$ cat src/rtl/prewish_pattern_sequencer.sv
`default_nettype none
// =============================================================================
// Module  : prewish_pattern_sequencer
// Brief   : Timed pattern source (table + interval timer) with STB/ACK handshake.
//           Macro PREWISH_SEQ_FIRST_IMMEDIATE_EN: first strobe after reset skips the wait.
// Revision: 1.0
// =============================================================================
module prewish_pattern_sequencer #(
  parameter int DAT_WIDTH     = 8,
  parameter int DEPTH_BITS    = 3,
  parameter int INTERVAL_BITS = 26,
  parameter int ACK_TIMEOUT   = 15
) (
  input  logic                     CLK_I,
  input  logic                     RST_I,
  input  logic                     EN_I,
  input  logic [1:0]               MODE_I,
  input  logic [INTERVAL_BITS-1:0] INTERVAL_I,
  input  logic                     LD_STB_I,
  input  logic [DEPTH_BITS-1:0]    LD_ADR_I,
  input  logic [DAT_WIDTH-1:0]     LD_DAT_I,
  output logic                     STB_O,
  output logic [DAT_WIDTH-1:0]     DAT_O,
  input  logic                     ACK_I,
  output logic [DEPTH_BITS-1:0]    IDX_O,
  output logic                     ERR_O
);

  localparam int DEPTH = 2**DEPTH_BITS;

  localparam logic [1:0] S_IDLE    = 2'd0;
  localparam logic [1:0] S_WAIT    = 2'd1;
  localparam logic [1:0] S_STROBE  = 2'd2;
  localparam logic [1:0] S_ADVANCE = 2'd3;

  localparam logic [DEPTH_BITS-1:0]    IDX_ONE   = DEPTH_BITS'(1);
  localparam logic [DEPTH_BITS-1:0]    IDX_LAST  = {DEPTH_BITS{1'b1}};
  localparam logic [INTERVAL_BITS-1:0] TIMER_ONE = INTERVAL_BITS'(1);

  logic [1:0]               state, state_next;
  logic [INTERVAL_BITS-1:0] timer;
  logic [INTERVAL_BITS-1:0] interval_eff;
  logic [DAT_WIDTH-1:0]     pat_table [DEPTH];
  logic [DEPTH_BITS-1:0]    idx, idx_next, rnd_idx;
  logic                     dir_up, dir_up_next;
  logic [15:0]              lfsr;
  logic                     load_timer, strobe_entry, timeout_hit;

  function automatic logic [DAT_WIDTH-1:0] therm(input int i);
    logic [DAT_WIDTH-1:0] v;
    v = '0;
    for (int b = 0; b < DAT_WIDTH; b++) begin
      if (b <= i) v[DAT_WIDTH-1-b] = 1'b1;
    end
    return v;
  endfunction

  assign interval_eff = (INTERVAL_I == '0) ? TIMER_ONE : INTERVAL_I;
  assign rnd_idx      = lfsr[DEPTH_BITS-1:0];
  assign load_timer   = (state_next == S_WAIT)   && (state != S_WAIT);
  assign strobe_entry = (state_next == S_STROBE) && (state != S_STROBE);

`ifdef PREWISH_SEQ_FIRST_IMMEDIATE_EN
  logic first_done;
  always_ff @(posedge CLK_I) begin
    if (RST_I)             first_done <= 1'b0;
    else if (strobe_entry) first_done <= 1'b1;
  end
`endif

  generate
    if (ACK_TIMEOUT > 0) begin : g_timeout
      localparam int TO_W = (ACK_TIMEOUT > 1) ? $clog2(ACK_TIMEOUT) : 1;
      logic [TO_W-1:0] to_cnt;
      // Counts strobe cycles already elapsed; cleared whenever not strobing.
      always_ff @(posedge CLK_I) begin
        if (RST_I || state != S_STROBE) to_cnt <= '0;
        else                            to_cnt <= to_cnt + TO_W'(1);
      end
      assign timeout_hit = (state == S_STROBE) && (to_cnt == TO_W'(ACK_TIMEOUT - 1));
    end else begin : g_no_timeout
      assign timeout_hit = 1'b0;
    end
  endgenerate

  always_ff @(posedge CLK_I) begin
    if (RST_I) state <= S_IDLE;
    else       state <= state_next;
  end

  always_comb begin
    state_next = state;
    case (state)
      S_IDLE: begin
        if (EN_I) begin
`ifdef PREWISH_SEQ_FIRST_IMMEDIATE_EN
          state_next = first_done ? S_WAIT : S_STROBE;
`else
          state_next = S_WAIT;
`endif
        end
      end
      S_WAIT:    if (EN_I && timer == TIMER_ONE) state_next = S_STROBE;
      S_STROBE:  if (ACK_I || timeout_hit)       state_next = S_ADVANCE;
      S_ADVANCE: state_next = EN_I ? S_WAIT : S_IDLE;
      default:   state_next = S_IDLE;
    endcase
  end

  always_comb begin
    STB_O = (state == S_STROBE);
  end

  always_comb begin
    idx_next    = idx;
    dir_up_next = dir_up;
    case (MODE_I)
      2'b00: idx_next = idx + IDX_ONE;
      2'b01: begin
        if (dir_up) begin
          if (idx == IDX_LAST) begin
            idx_next    = IDX_LAST - IDX_ONE;
            dir_up_next = 1'b0;
          end else begin
            idx_next = idx + IDX_ONE;
          end
        end else begin
          if (idx == '0) begin
            idx_next    = IDX_ONE;
            dir_up_next = 1'b1;
          end else begin
            idx_next = idx - IDX_ONE;
          end
        end
      end
      2'b10:   idx_next = (rnd_idx == idx) ? idx + IDX_ONE : rnd_idx;
      default: idx_next = idx;
    endcase
  end

  always_ff @(posedge CLK_I) begin
    if (RST_I) begin
      timer  <= '0;
      idx    <= '0;
      dir_up <= 1'b1;
      lfsr   <= 16'hACE1;
      DAT_O  <= '0;
      IDX_O  <= '0;
      ERR_O  <= 1'b0;
      for (int i = 0; i < DEPTH; i++) pat_table[i] <= therm(i);
    end else begin
      lfsr <= {lfsr[0] ^ lfsr[2] ^ lfsr[3] ^ lfsr[5], lfsr[15:1]};
      if (LD_STB_I) pat_table[LD_ADR_I] <= LD_DAT_I;
      if (load_timer)                   timer <= interval_eff;
      else if (state == S_WAIT && EN_I) timer <= timer - TIMER_ONE;
      // Pattern is captured here so later table writes cannot disturb the strobe.
      if (strobe_entry) begin
        DAT_O <= pat_table[idx];
        IDX_O <= idx;
      end
      if (state == S_STROBE && !ACK_I && timeout_hit) ERR_O <= 1'b1;
      if (state == S_ADVANCE) begin
        idx    <= idx_next;
        dir_up <= dir_up_next;
      end
    end
  end

endmodule
`default_nettype wire

$ cat config.mk
export PLATFORM = sky130hd
export DESIGN_NAME = prewish_pattern_sequencer
export DESIGN_NICKNAME = d
export VERILOG_FILES = /design/src/rtl/prewish_pattern_sequencer.sv
export SDC_FILE = /design/constraint.sdc
export NUM_CORES = 1
export LEC_CHECK = 0
export CORE_ASPECT_RATIO = 0.7
export CORE_MARGIN = 2
export CORE_UTILIZATION = 30
export DETAILED_ROUTE_END_ITERATION = 8
export PLACE_DENSITY = 0.56
export SLEW_MARGIN = 20
export SYNTH_ARGS = -nofsm -noshare
export SYNTH_HDL_FRONTEND = slang
export SYNTH_SLANG_ARGS = --single-unit
$ cat constraint.sdc
create_clock -name CLK_I -period 2.19 [get_ports CLK_I]
set_clock_uncertainty 0.1 [all_clocks]
set_input_delay 0.438 -clock CLK_I [delete_from_list [all_inputs] [get_ports CLK_I]]
set_output_delay 0.438 -clock CLK_I [all_outputs]
set_load 0.05 [all_outputs]
==> flow_summary.json, run 1 <==
{
  "outcome": "finished, violations left",
  "violations": "negative setup slack",
  "core-area_mm2": 0.02007,
  "rr_endpoint": "timer[23]",
  "cp-start-kind": "register",
  "layout-drive-gt1-share_pct": 23.80,
  "r2r_slack_ns": -0.006,
  "worstPathRequired_ns": 2.42,
  "dr.pass1.iters": 6,
  "pre_cts_ws_ns": -0.2862,
  "p_int_mw": 4.761,
  "holdWs_ns": 0.3040,
  "rsz0062_at_grt": "yes",
  "area_growth_pct": 34.32,
  "drv_slew": 0,
  "antenna_found_initial": 0,
  "gp_congestion": 0.8139,
  "crit_chain": "or4_4 -> or3_4 -> or3_4 -> or3_1 -> a31oi_1",
  "drc_errors": 0,
  "worstMarginPinSlew_ns": 0.7809,
  "ff_latch_area_mm2": 0.003206,
  "reg2regPathDepth": 5,
  "routedWlPerCell_um": 17.04,
  "syn-cell-area_mm2": 0.006208,
  "io_buffers": 56,
  "start_util_pct": 30.94,
  "p_leak_nw": 3.176,
  "synth_edf_count": 64,
  "dieArea_mm2": 0.02188,
  "ant_nets": 0,
  "crit_arrival_ns": 2.43,
  "post-route-period-util_pct": 100.3,
  "relSlewSlack_pct": 47.94,
  "path_clk_slew_ns": 0.06,
  "cts_sinks": 128,
  "synth_cell_types": 55,
  "synth_seq_cells": 128,
  "via_per_inst": 5.107,
  "clkLatencyLatePin_ns": 0.41,
  "synthCells": 586,
  "die_w_um": 175.9,
  "diodes": 0,
  "initialDrtViolationCount": 566,
  "wl_mm": 17.05,
  "vdd_drop_max_mv": 0.5488,
  "path_common_cell": "or3_4",
  "dpl.hpwl_mm": 12.46,
  "worstHoldEndpoint": "lfsr[7]",
  "power_frac_comb_pct": 13.3,
  "clkPwrFrac_pct": 43.4,
  "multi_input_area_mm2": 0.002872,
  "cts_hold_buffers": 0,
  "cts_setup_buffers": 0,
  "layout_setup_ws_ns": -0.006194,
  "num_rows": 43,
  "switching_share_pct": 24.39,
  "htreeDepth": 4,
  "track_usage_pct": 15.95,
  "die_h_um": 124.4,
  "min_period_ns": 2.196,
  "num_vias": 5112,
  "num-fill-cells": 1893,
  "ios": 57,
  "grt_pass1_wl_mm": 27.17,
  "gr-total-overflow": 0,
  "yosysWarningCount": 0,
  "synth.avg_cell_area_um2": 10.59,
  "slowest_stage": "or4_4",
  "async_flop_share_pct": 0,
  "root_buffer": "clkbuf_16",
  "p_sw_mw": 1.536,
  "rr_startpoint": "timer[16]",
  "numCtsBuffers": 17,
  "finalSetupViolations": 2,
  "hold_viol": 0,
  "worstHoldPathType": "reg -> reg",
  "seqPwrFrac_pct": 43.4,
  "grt_max_degree": 75,
  "worstPathMaxFanout": 5,
  "syn_nets": 643,
  "cap_violations": 0,
  "crit_type": "reg -> reg",
  "yosysSeqAreaShare_pct": 51.59,
  "hold_start": "lfsr[8]",
  "grt_pass1_vias": 4880,
  "powerDensity_mw_per_mm2": 755.1,
  "nNetsFinal": 775,
  "yosys_most_used_dff": "edfxtp_1",
  "clock_path_buffers": 2,
  "cts_tree": "done",
  "cp_slowest_stage_delay_ns": 0.52,
  "end_kind": "register",
  "fmax_mhz": 455.3,
  "hold_path_depth": 1
}
==> kinds of logic after synthesis <==
logic type / synth area share (%)
AOI/OAI and AO/OA: 9.613
xor gates and xnor gates: 1.834
adders and majority gates: 2.620
buffers and inverters: 2.983
DFF: 51.59
muxes: 8.061
and+or+nand+nor: 23.30
==> critical path: cells and delay by family, from the launching register on <==
kind | cells | cell delay (ns)
flip-flops | 1 | 0.33
AND/OR/NAND/NOR | 4 | 1.57
AO/OA/AOI/OAI | 1 | 0.12
==> power by group through the flow <==
stage	clock [mW]	sequential, mW	combinational, mW
6_report	2.73	2.73	0.835
5_1_grt	2.89	2.74	0.905
4_1_cts	2.77	2.72	0.809
3_5_place_dp	0	2.77	0.797
3_3_place_gp	0	2.77	0.781
2_1_floorplan	0	2.74	0.393
==> placed cells by master (no fill, tap or decap), types with 5 or more instances in the layout <==
cell type / netlist / layout
buf_4: 0 / 88
edfxtp_1: 64 / 64
dfxtp_1: 64 / 62
clkdlybuf4s50_1: 0 / 54
nand2_1: 44 / 44
or3_1: 41 / 40
nor2_1: 35 / 35
and2_1: 31 / 31
a21oi_1: 27 / 26
clkbuf_16: 0 / 18
mux4_2: 16 / 16
or2_2: 16 / 15
nor3_1: 18 / 15
nor2b_1: 14 / 14
mux2i_1: 14 / 14
inv_1: 13 / 13
nor4_1: 15 / 13
ha_1: 13 / 13
a31oi_1: 12 / 12
o21ai_0: 11 / 11
nand2b_1: 10 / 10
nand3_1: 9 / 8
a22oi_1: 8 / 8
xor2_1: 7 / 7
nand4_1: 6 / 6
xnor2_1: 6 / 6
a211oi_1: 6 / 6
and3_1: 5 / 5
==> routing by layer <==
metal | routed length (um) | track usage, %
met5 | 0 | 0
met4 | 140 | 4.229
met3 | 1038 | 4.090
met2 | 7056 | 21.68
met1 | 8818 | 24.65
==> cell usage after synthesis (3+ instances only) <==
| cell type | count | area share (%) |
|---|---|---|
| a211oi_1 | 6 | 0.73 |
| a21o_1 | 3 | 0.36 |
| a21oi_1 | 27 | 2.2 |
| a22oi_1 | 8 | 0.97 |
| a31oi_1 | 12 | 1.2 |
| and2_1 | 31 | 3.1 |
| and3_1 | 5 | 0.50 |
| clkbuf_1 | 32 | 1.9 |
| dfxtp_1 | 64 | 21 |
| edfxtp_1 | 64 | 31 |
| ha_1 | 13 | 2.6 |
| inv_1 | 13 | 0.79 |
| mux2i_1 | 14 | 2.3 |
| mux4_2 | 16 | 5.8 |
| nand2_1 | 44 | 2.7 |
| nand2b_1 | 10 | 1.0 |
| nand3_1 | 9 | 0.73 |
| nand3b_1 | 4 | 0.48 |
| nand4_1 | 6 | 0.60 |
| nor2_1 | 35 | 2.1 |
| nor2b_1 | 14 | 1.4 |
| nor3_1 | 18 | 1.5 |
| nor4_1 | 15 | 1.5 |
| o211ai_1 | 3 | 0.36 |
| o21ai_0 | 11 | 0.89 |
| or2_2 | 16 | 1.6 |
| or3_1 | 41 | 4.1 |
| or4_1 | 5 | 0.60 |
| xnor2_1 | 6 | 0.85 |
| xor2_1 | 7 | 0.99 |
==> sequential cells by signal, summed over array words and instances, names as in the netlist <==
register	flops
ERR_O	1
pat_table	64
IDX_O	3
DAT_O	8
idx	3
lfsr	16
timer	26
dir_up	1
g_timeout.to_cnt	4
state	2
==> worst max-delay path by stage <==
| stage | start | to | slack [ns] | cells after the start |
|---|---|---|---|---|
| global route | timer[18] | timer[20] | -0.05 | 5 |
| CTS | timer[18] | timer[23] | -0.002 | 5 |
| finish | timer[16] | timer[23] | -0.006 | 5 |
| floorplan | timer[16] | timer[23] | -0.05 | 6 |
| detailed placement | LD_STB_I | pat_table[2][1] | -0.29 | 5 |
| global placement | LD_STB_I | pat_table[2][1] | -0.27 | 5 |
==> per-stage QoR <==
stage          util [%]   TNS [ns]  cells  power [mW]  area, um^2
2_1_floorplan         -   -0.04936    586       3.136        6212
3_5_place_dp      38.41     -16.02    969       3.569        7709
4_1_cts           41.34  -0.001849   1001       6.301        8297
5_1_grt           41.56    -0.2187   1001       6.536        8339
6_report          41.56   -0.01018   1001       6.297        8339
3_3_place_gp      38.41     -14.05    969       3.548        7709
==> final cells by class <==
type | instances | share of cell area (%)
clock buffers | 23 | 5.911
well taps | 270 | 4.051
multi-input cells | 409 | 34.43
clock inverters | 9 | 0.9752
inverters | 14 | 0.6302
repair buffers | 148 | 15.56
flip-flops and latches | 128 | 38.44
==> repair_timing <==
| action | in CTS | in global routing |
|---|---|---|
| endpoints found under the setup margin | 12 | 24 |
| gates resized for setup | 4 | 9 |
| pin swaps | 1 | 1 |
Note: power is estimated with default switching activity, not from simulation.
==> run 2, diff against run 1 <==
ABC_AREA = 0   (was unset)
CORE_ASPECT_RATIO = 1.4   (was 0.7)
DONT_BUFFER_PORTS = 1   (was unset)
PLACE_DENSITY = 0.52   (was 0.56)
==> flow_summary.json, run 2 (synthesis gave the netlist of run 1 again) <==
{
  "drc_errors": 0,
  "wl_mm": 16.00,
  "grt_pass1_wl_mm": 25.73,
  "final_cell_mix": "64 x edfxtp_1, 62 x dfxtp_1, 47 x buf_4",
  "via_per_inst": 5.192,
  "pre_cts_ws_ns": -0.06371,
  "gr-total-overflow": 0,
  "worstPathRequired_ns": 2.43,
  "cap_violations": 0,
  "p_int_mw": 4.754,
  "worstPathMaxFanout": 5,
  "die_w_um": 125.6,
  "worstMarginPinSlew_ns": 0.6186,
  "final_common_cell": "edfxtp_1",
  "largest_reg_flops": 64,
  "initialDrtViolationCount": 270,
  "relSlewSlack_pct": 58.71,
  "layout-drive-gt1-share_pct": 19.43,
  "min_period_ns": 2.228,
  "grt_pass1_vias": 4831,
  "path_clk_slew_ns": 0.06,
  "powerDensity_mw_per_mm2": 837.1,
  "vdd_drop_max_mv": 0.6872,
  "layout_setup_ws_ns": -0.03787,
  "drv_slew": 0,
  "ios": 57,
  "p_sw_mw": 1.460,
  "routedWlPerCell_um": 17.99,
  "track_usage_pct": 15.13,
  "p_leak_nw": 2.745,
  "gp_congestion": 0.8224,
  "grt_max_degree": 72,
  "root_buffer": "clkbuf_16",
  "top_register": "pat_table",
  "htreeDepth": 4,
  "power_frac_comb_pct": 10.0,
  "dpl.hpwl_mm": 11.37,
  "dr.pass1.iters": 5,
  "die_h_um": 174.2,
  "crit_arrival_ns": 2.47,
  "fmax_mhz": 448.9,
  "outcome": "finished, violations left",
  "post-route-period-util_pct": 101.7,
  "dp_cells": 856,
  "area_growth_pct": 19.57,
  "seqPwrFrac_pct": 43.7,
  "nNetsFinal": 677,
  "final_cells": 889,
  "ant_nets": 0,
  "antenna_found_initial": 0,
  "reg_top3": "pat_table (64), timer (26), lfsr (16)",
  "core-area_mm2": 0.02040,
  "num_vias": 4616,
  "switching_share_pct": 23.50,
  "rsz0062_at_grt": "yes",
  "finalSetupViolations": 2,
  "clkPwrFrac_pct": 46.4,
  "dieArea_mm2": 0.02188,
  "numCtsBuffers": 17,
  "cts_sinks": 128,
  "io_buffers": 0,
  "hold_viol": 0,
  "end_kind": "register",
  "clkLatencyLatePin_ns": 0.42,
  "crit_type": "reg -> reg",
  "violations": "negative setup slack",
  "cp-start-kind": "register",
  "clock_path_buffers": 2,
  "start_util_pct": 30.43,
  "diodes": 0,
  "worstHoldPathType": "in -> reg",
  "cts_tree": "done",
  "num_rows": 62
}
## run 2: metrics by stage
stage	utilization [%]	cell area (um^2)	power, mW	setup TNS (ns)	hold slack (ns)
final	36.39	7423	6.214	-0.06675	0.05693
after global routing	36.39	7423	6.448	-0.4664	0.02149
after CTS	36.32	7411	6.262	-0.003317	0.003685
after detailed placement	33.28	6790	3.362	-0.1487	0.2937
after global placement	33.28	6790	3.345	-0.05189	0.2955
after floorplan	-	6212	3.136	-0.04936	0.2895
## run 2: per-layer routing
layer | track usage [%] | up-vias | routed length, um
met4 | 5.417 | 0 | 234
met5 | 0 | - | 0
met3 | 3.724 | 16 | 764
met1 | 16.59 | 2247 | 6261
li1 | - | 2228 | -
met2 | 28.02 | 125 | 8736
## run 2: critical path, cell delays in order, from the launching register on
cell and delay, ns:
dfxtp_2 0.33, or4_4 0.55, buf_4 0.17, or3_2 0.46, or4_1 0.41, a31oi_1 0.15
## run 2: worst paths after layout
path,from,to,slack (ns),cells past startpoint
worst max-delay path,timer[18],timer[20],-0.04,5
worst max register to register,timer[18],timer[20],-0.04,5
worst min-delay path,RST_I,idx[2],0.06,1
worst min register to register,lfsr[6],lfsr[5],0.31,1
## run 2: layout make-up
class                           instances  area (um^2)
Tap cell                              256        320.3
Timing Repair Buffer                   50        402.9
Inverter                               14        52.55
Multi-Input combinational cell        409         2838
Fill cell                            2020        12980
Sequential cell                       128         3206
Clock buffer                           18        439.2
Clock inverter                         14        165.2
## run 2: timing repair
item	CTS	global route
hold buffers	1	0
resized for setup	2	3
endpoints found under the setup margin	6	12
pin swaps	2	2
hold endpoints to repair	6	0
setup buffers	0	0
## run 2: power groups by stage
| stage | Sequential, mW | Clock [mW] | Combinational [mW] |
|---|---|---|---|
| 3_5_place_dp | 2.76 | 0 | 0.602 |
| 6_report | 2.71 | 2.88 | 0.620 |
| 3_3_place_gp | 2.75 | 0 | 0.591 |
| 4_1_cts | 2.71 | 2.94 | 0.615 |
| 5_1_grt | 2.73 | 3.04 | 0.679 |
| 2_1_floorplan | 2.74 | 0 | 0.393 |
==> RTL change 1, RTL diff (settings of run 1) <==
Set the parameter `INTERVAL_BITS` to 52 (it was 26).
--- a/src/rtl/prewish_pattern_sequencer.sv
+++ b/src/rtl/prewish_pattern_sequencer.sv
@@ -9,5 +9,5 @@
   parameter int DAT_WIDTH     = 8,
   parameter int DEPTH_BITS    = 3,
-  parameter int INTERVAL_BITS = 26,
+  parameter int INTERVAL_BITS = 52,
   parameter int ACK_TIMEOUT   = 15
 ) (
Ports: changed (resized INTERVAL_I); port bits go from 57 to 83. No check against the original RTL was run, so the function may have changed too.
==> RTL change 1 against run 1 <==
The run still ends with setup timing left. Worst setup slack got worse by 0.36 ns. Cell area is 49% higher. Non-clock buffer count grew 172. Wire length up 61%. Synthesized area grew 30%. Power up 31%. Fmax is 14% lower. Sequential cell count rose by 26. Critical endpoint is now timer[48]$_SDFFE_PP0P_. Largest cell class is now multi-input gates. Highest routed layer unchanged.
==> RTL change 1: results (changes against run 1) <==
Status
  – Status: finished with violations
  – Violated checks: setup timing

Pwr
  – Peak supply drop: 0.000455 V (-17%)
  – P_leak: 4.87 nW (+53%)

Synth
  – Number of different library cells in the post-synthesis netlist: 73 (+33%)
  – Gate count of the mapped netlist: 810 (+38%)
  – Largest cells by area after synthesis: edfxtp_1, dfxtp_1, mux4_2
  – Net count of the mapped netlist: 893 (+39%)
  – Synth cell count leaders: dfxtp_1, nor2_1, edfxtp_1, nor3_1, nand2_1
  – Post-synthesis sequential area ratio: 0.463 (-0.0529)

Setup path
  – Worst-path fanout max: 2 (-3)
  – Data arrival at the endpoint of the critical path: 2.81 ns (+0.38 ns)
  – CP max stage cell: or4b_4
  – Setup crit start: timer[1]$_SDFFE_PP0P_
  – Delay contributed by the slowest stage of the critical path: 0.48 ns (-0.04 ns)

Place
  – Port bufs: 82 (+46%)
  – Gp weighted congestion: 0.864 (+6.1%)

CTS
  – Insertion delay of the later-clocked pin in the worst-skew pair: 0.43 ns (+0.02 ns)

GRT
  – Largest net degree at the start of global routing: 26 (-65%)
  – Overall global routing resource usage: 0.196 (+0.0368)
  – Wire length of the first global-routing pass: 42.1 mm (+55%)
  – Number of global-route vias before repair: 7,270 (+49%)

Worst hold path
  – Hold Startpoint: lfsr[7]$_SDFF_PP1_

Finish
  – Fraction of final layout cells with drive strength greater than 1: 0.378 (+0.140)
  – Largest registers: pat_table (64), timer (52), lfsr (16)
  – Net total in the final layout: 1,186 (+53%)

Timing
  – Worst slack on hold paths: 0.310 ns (+0.00643 ns)
  – Post-layout worst setup margin: -0.363 ns (-0.357 ns)
  – Actual slew at the worst max-slew pin: 0.644 ns (-0.137 ns)
  – Final setup vio count: 39 (+37)

Route
  – Number of search-and-repair iterations in the first detailed-routing pass: 5 (-1)
  – Overall via count from detail_route: 7,598 (+49%)
  – Total detailed-routing wirelength: 27.4 mm (+61%)
  – Number of DRC markers after the initial detailed-route iteration: 518 (-8.5%)
## RTL change 1: changes by cell type in the layout (fill, tap and decap cells not counted), moves of 8 or more
cell and change:
dlygate4sd2_1 +17, nor2_2 +8, a211oi_2 +8, buf_6 +28, o211ai_1 +12, nor3_1 +24, dfxtp_1 +19, nor4_4 +10
nor2_1 +35, a22oi_1 +14, buf_4 +112, dlymetal6s2s_1 +11
## RTL change 1: layout make-up
type / count / area, um2
fillers: 2520 / 14100
multi-input cells: 593 / 4660
flip-flops and latches: 154 / 3730
repair buffers: 320 / 2890
clock buffers: 21 / 493
well taps: 364 / 455
clock inverters: 11 / 97.6
inverters: 17 / 63.8
## RTL change 1: final timing paths
check,end,depth (start not counted)
max,timer[48]$_SDFFE_PP0P_,8
min,lfsr[6]$_SDFF_PP1_,1
max reg2reg,timer[48]$_SDFFE_PP0P_,8
min reg2reg,lfsr[6]$_SDFF_PP1_,1
## RTL change 1: where the power goes
group | switching, mW | internal, mW
logic | 0.994 | 0.997
clock network | 1.33 | 1.65
registers | 0.110 | 3.16
total | 2.44 | 5.81
## RTL change 1: routing by layer
metal	wire, um	up-vias	global-route usage
met5	0	-	0
met4	324	0	0.0472
met3	1590	23	0.0373
met2	11500	205	0.275
met1	14000	3721	0.306
li1	-	3649	-
## RTL change 1: what timing repair did
item / CTS / global route
pin swaps: 51 / 41
endpoints found under the setup margin: 54 / 62
gates resized for setup: 108 / 77
cloned: 5 / 0
buffers inserted: 16 / 17
## RTL change 1: metrics by stage
| stage | power, mW | setup slack (ns) | TNS [ns] | utilization | area, um2 |
|---|---|---|---|---|---|
| floorplan | 4.11 | -0.308 | -0.722 | - | 8100 |
| global placement | 4.92 | -0.741 | -35.48 | 0.404 | 10700 |
| detailed placement | 4.94 | -0.695 | -36.30 | 0.404 | 10700 |
| CTS | 8.08 | -0.291 | -5.32 | 0.450 | 11900 |
| global route | 8.56 | -0.405 | -8.79 | 0.467 | 12400 |
| finish | 8.25 | -0.363 | -5.07 | 0.467 | 12400 |
## RTL change 1: logic make-up after synthesis
| logic type | synth area share |
|---|---|
| AO/OA/AOI/OAI | 0.130 |
| XOR/XNOR | 0.0196 |
| adder cells (fa/ha/maj) | 0.0202 |
| buffers and inverters | 0.0347 |
| flip-flops | 0.463 |
| multiplexers | 0.0650 |
| AND/OR/NAND/NOR | 0.268 |
## RTL change 1: worst register-to-register path: cells and delay by family (launching register included)
kind	cells	cell delay, ns
flip-flops	1	0.33
adder cells (fa/ha/maj)	1	0.13
buffers and inverters	1	0.08
AO/OA/AOI/OAI	1	0.10
AND/OR/NAND/NOR	5	1.74
==> RTL change 2, RTL diff (settings of run 1) <==
Without the edit above. Add an input register stage for `MODE_I`, without a reset; this delays it by one clock. The other inputs are not delayed to match.
--- a/src/rtl/prewish_pattern_sequencer.sv
+++ b/src/rtl/prewish_pattern_sequencer.sv
@@ -37,4 +37,10 @@
   localparam logic [DEPTH_BITS-1:0]    IDX_LAST  = {DEPTH_BITS{1'b1}};
   localparam logic [INTERVAL_BITS-1:0] TIMER_ONE = INTERVAL_BITS'(1);
+
+  logic [1:0] MODE_I_q;
+
+  always_ff @(posedge CLK_I) begin
+    MODE_I_q <= MODE_I;
+  end
 
   logic [1:0]               state, state_next;
@@ -115,5 +121,5 @@
     idx_next    = idx;
     dir_up_next = dir_up;
-    case (MODE_I)
+    case (MODE_I_q)
       2'b00: idx_next = idx + IDX_ONE;
       2'b01: begin
Behaviour: not the same (Yosys sat finds a counterexample within 10 cycles, from zero or initial values and one cycle with RST_I high).
==> RTL change 2 against run 1 <==
Die area grew 3.1%. The flow still finishes with violations (setup timing). Largest cell class unchanged. Cell area up 3.3%. Sequential share of layout area shrank 0.73 points. Power increased by 5.7%. First-iteration DRC count down 14%. Synthesized area increased by 3.2%. Worst setup slack worse by 0.17 ns. Final cell count is 2.4% higher. Utilization is 0.29 points lower. Sequential cell count increased by 2. Via count grew 2.4%. Wire length is 3.8% higher.
==> RTL change 2: results (changes against run 1) <==
Status
  – Status: finished with violations
  – Violated checks: setup timing

Finish
  – Area of all sequential standard cells: 3250 um2 (+1.3%)
  – Antenna diode count: 0 (unchanged)
  – Net total in the final layout: 794 (+2.5%)
  – Number of inserted filler cells in the final layout: 1,934 (+2.2%)
  – Fraction of final layout cells with drive strength greater than 1: 0.252 (+0.0143)

Place
  – Minimum setup slack after placement: -0.309 ns (-0.0226 ns)
  – Final HPWL DP: 12.7 mm (+1.8%)
  – Placement-stage cell area: 7860 um2 (+2.0%)
  – Gp weighted congestion: 0.821 (+0.84%)
  – Count of placed standard cells including taps: 992 (+2.4%)
  – Port bufs: 56 (unchanged)

CTS
  – CTS Buffer Depth: 2 (unchanged)
  – Number of levels the H-tree was split into: 4 (unchanged)
  – Cts bufs inserted: 17 (unchanged)
  – Insertion delay of the later-clocked pin in the worst-skew pair: 0.42 ns
  – Clock slew at reported path FFs: 0.06 ns (about the same)
  – Clk root buf: clkbuf_16

Timing
  – Final setup vio count: 9 (+7)
  – Actual slew at the worst max-slew pin: 0.525 ns (-0.256 ns)
  – Post-layout worst setup margin: -0.180 ns (-0.174 ns)
  – Sum of negative setup slack: -0.593 ns (-0.583 ns)

Synth
  – Primary FF master, synth: dfxtp_1
  – Synthesized area per cell: 10.5 um2 (-0.71%)
  – Fraction of registers with async set or reset after synthesis: 0 (unchanged)
  – Number of synthesized flops with an enable pin: 64 (unchanged)
  – Number of warnings printed during yosys synthesis: 0 (unchanged)
  – Largest cells by area after synthesis: edfxtp_1, dfxtp_1, mux4_2
  – Synth cell count leaders: dfxtp_1, edfxtp_1, nand2_1, or3_1, nor2_1
  – Net count of the mapped netlist: 666 (+3.6%)
  – Post-synthesis sequential area ratio: 0.506 (-0.00967)
  – Number of different library cells in the post-synthesis netlist: 65 (+18%)

GRT
  – Number of global-route vias before repair: 5,054 (+3.6%)
  – Overall global routing resource usage: 0.160 (+0.000720)
  – Largest net degree at the start of global routing: 62 (-17%)
  – Wire length of the first global-routing pass: 27.8 mm (+2.2%)

Route
  – Vias/cell: 5.11 (about the same)
  – Total detailed-routing wirelength: 17.7 mm (+3.8%)
  – Overall via count from detail_route: 5,234 (+2.4%)
  – Number of search-and-repair iterations in the first detailed-routing pass: 5 (-1)
  – Number of DRC markers after the initial detailed-route iteration: 488 (-14%)

Setup path
  – CP max stage cell: or4_4
  – Category of cells accounting for the largest share of critical-path delay: simple AND/OR/NAND/NOR gates
  – Worst-path fanout max: 6 (+1)
  – Data arrival at the endpoint of the critical path: 2.57 ns (+0.14 ns)
  – Delay contributed by the slowest stage of the critical path: 0.55 ns (+0.03 ns)

Pwr
  – P_leak: 3.32 nW (+4.5%)
  – Peak supply drop: 0.000444 V (-19%)

Worst hold path
  – Worst Hold Class: flop to flop
RTL change 2: cell count changes in the layout (fill, tap and decap cells not counted), sizes merged, moves of 5 or more:
cell and delta:
nand2 +5, o21ai +9, and2 -5, or2 -6
a22oi -6, or3 -5, nor3 +8, inv +7
clkbuf -6
RTL change 2: repair_timing:
item	in CTS	in global routing
gates resized for setup	4	28
buffers inserted	0	1
pin swaps	0	9
endpoints found under the setup margin	10	32
gates cloned	0	1
RTL change 2: layer usage:
layer | share of wire | GRT usage
met3 | 0.051 | 0.0377
met2 | 0.44 | 0.238
met4 | 0.013 | 0.0440
met5 | 0 | 0
met1 | 0.49 | 0.232
RTL change 2: power by group:
| group | switching [mW] | internal, mW |
|---|---|---|
| logic | 0.492 | 0.471 |
| registers | 0.0895 | 2.69 |
| clock network | 1.11 | 1.80 |
RTL change 2: final cells by class:
cell class              instances  share of cell area
clock buffers                  17              0.0494
clock inverters                14              0.0208
inverters                      19             0.00828
multi-input cells             420               0.353
flip-flops and latches        130               0.377
well taps                     276              0.0401
repair buffers                149               0.152
RTL change 2: kinds of logic (layout without fill, tap and decap cells):
logic type | count (synthesis) | in the layout | share of synthesized area
adder cells (fa/ha/maj) | 13 | 13 | 0.0254
AO/OA/AOI/OAI | 102 | 102 | 0.106
flip-flops | 130 | 130 | 0.506
AND/OR/NAND/NOR | 259 | 260 | 0.225
buffers and inverters | 60 | 199 | 0.0381
XOR/XNOR | 15 | 15 | 0.0205
multiplexers | 30 | 30 | 0.0783
RTL change 2: worst reg2reg max path, cell delays in order (launching register included):
cell      delay [ns]
dfxtp_2         0.31
or4_4           0.54
or4_4           0.53
or4_4           0.55
o22ai_2         0.13
a211oi_2        0.09
RTL change 2: worst paths after layout:
kind	startpoint	endpoint	slack (ns)	cells after the start
hold reg to reg	lfsr[14]$_SDFF_PP0_	lfsr[13]$_SDFF_PP1_	0.31	1
setup / recovery	timer[0]$_SDFFE_PP0P_	timer[19]$_SDFFE_PP0P_	-0.18	5
hold / removal	lfsr[14]$_SDFF_PP0_	lfsr[13]$_SDFF_PP1_	0.31	1
setup reg to reg	timer[0]$_SDFFE_PP0P_	timer[19]$_SDFFE_PP0P_	-0.18	5
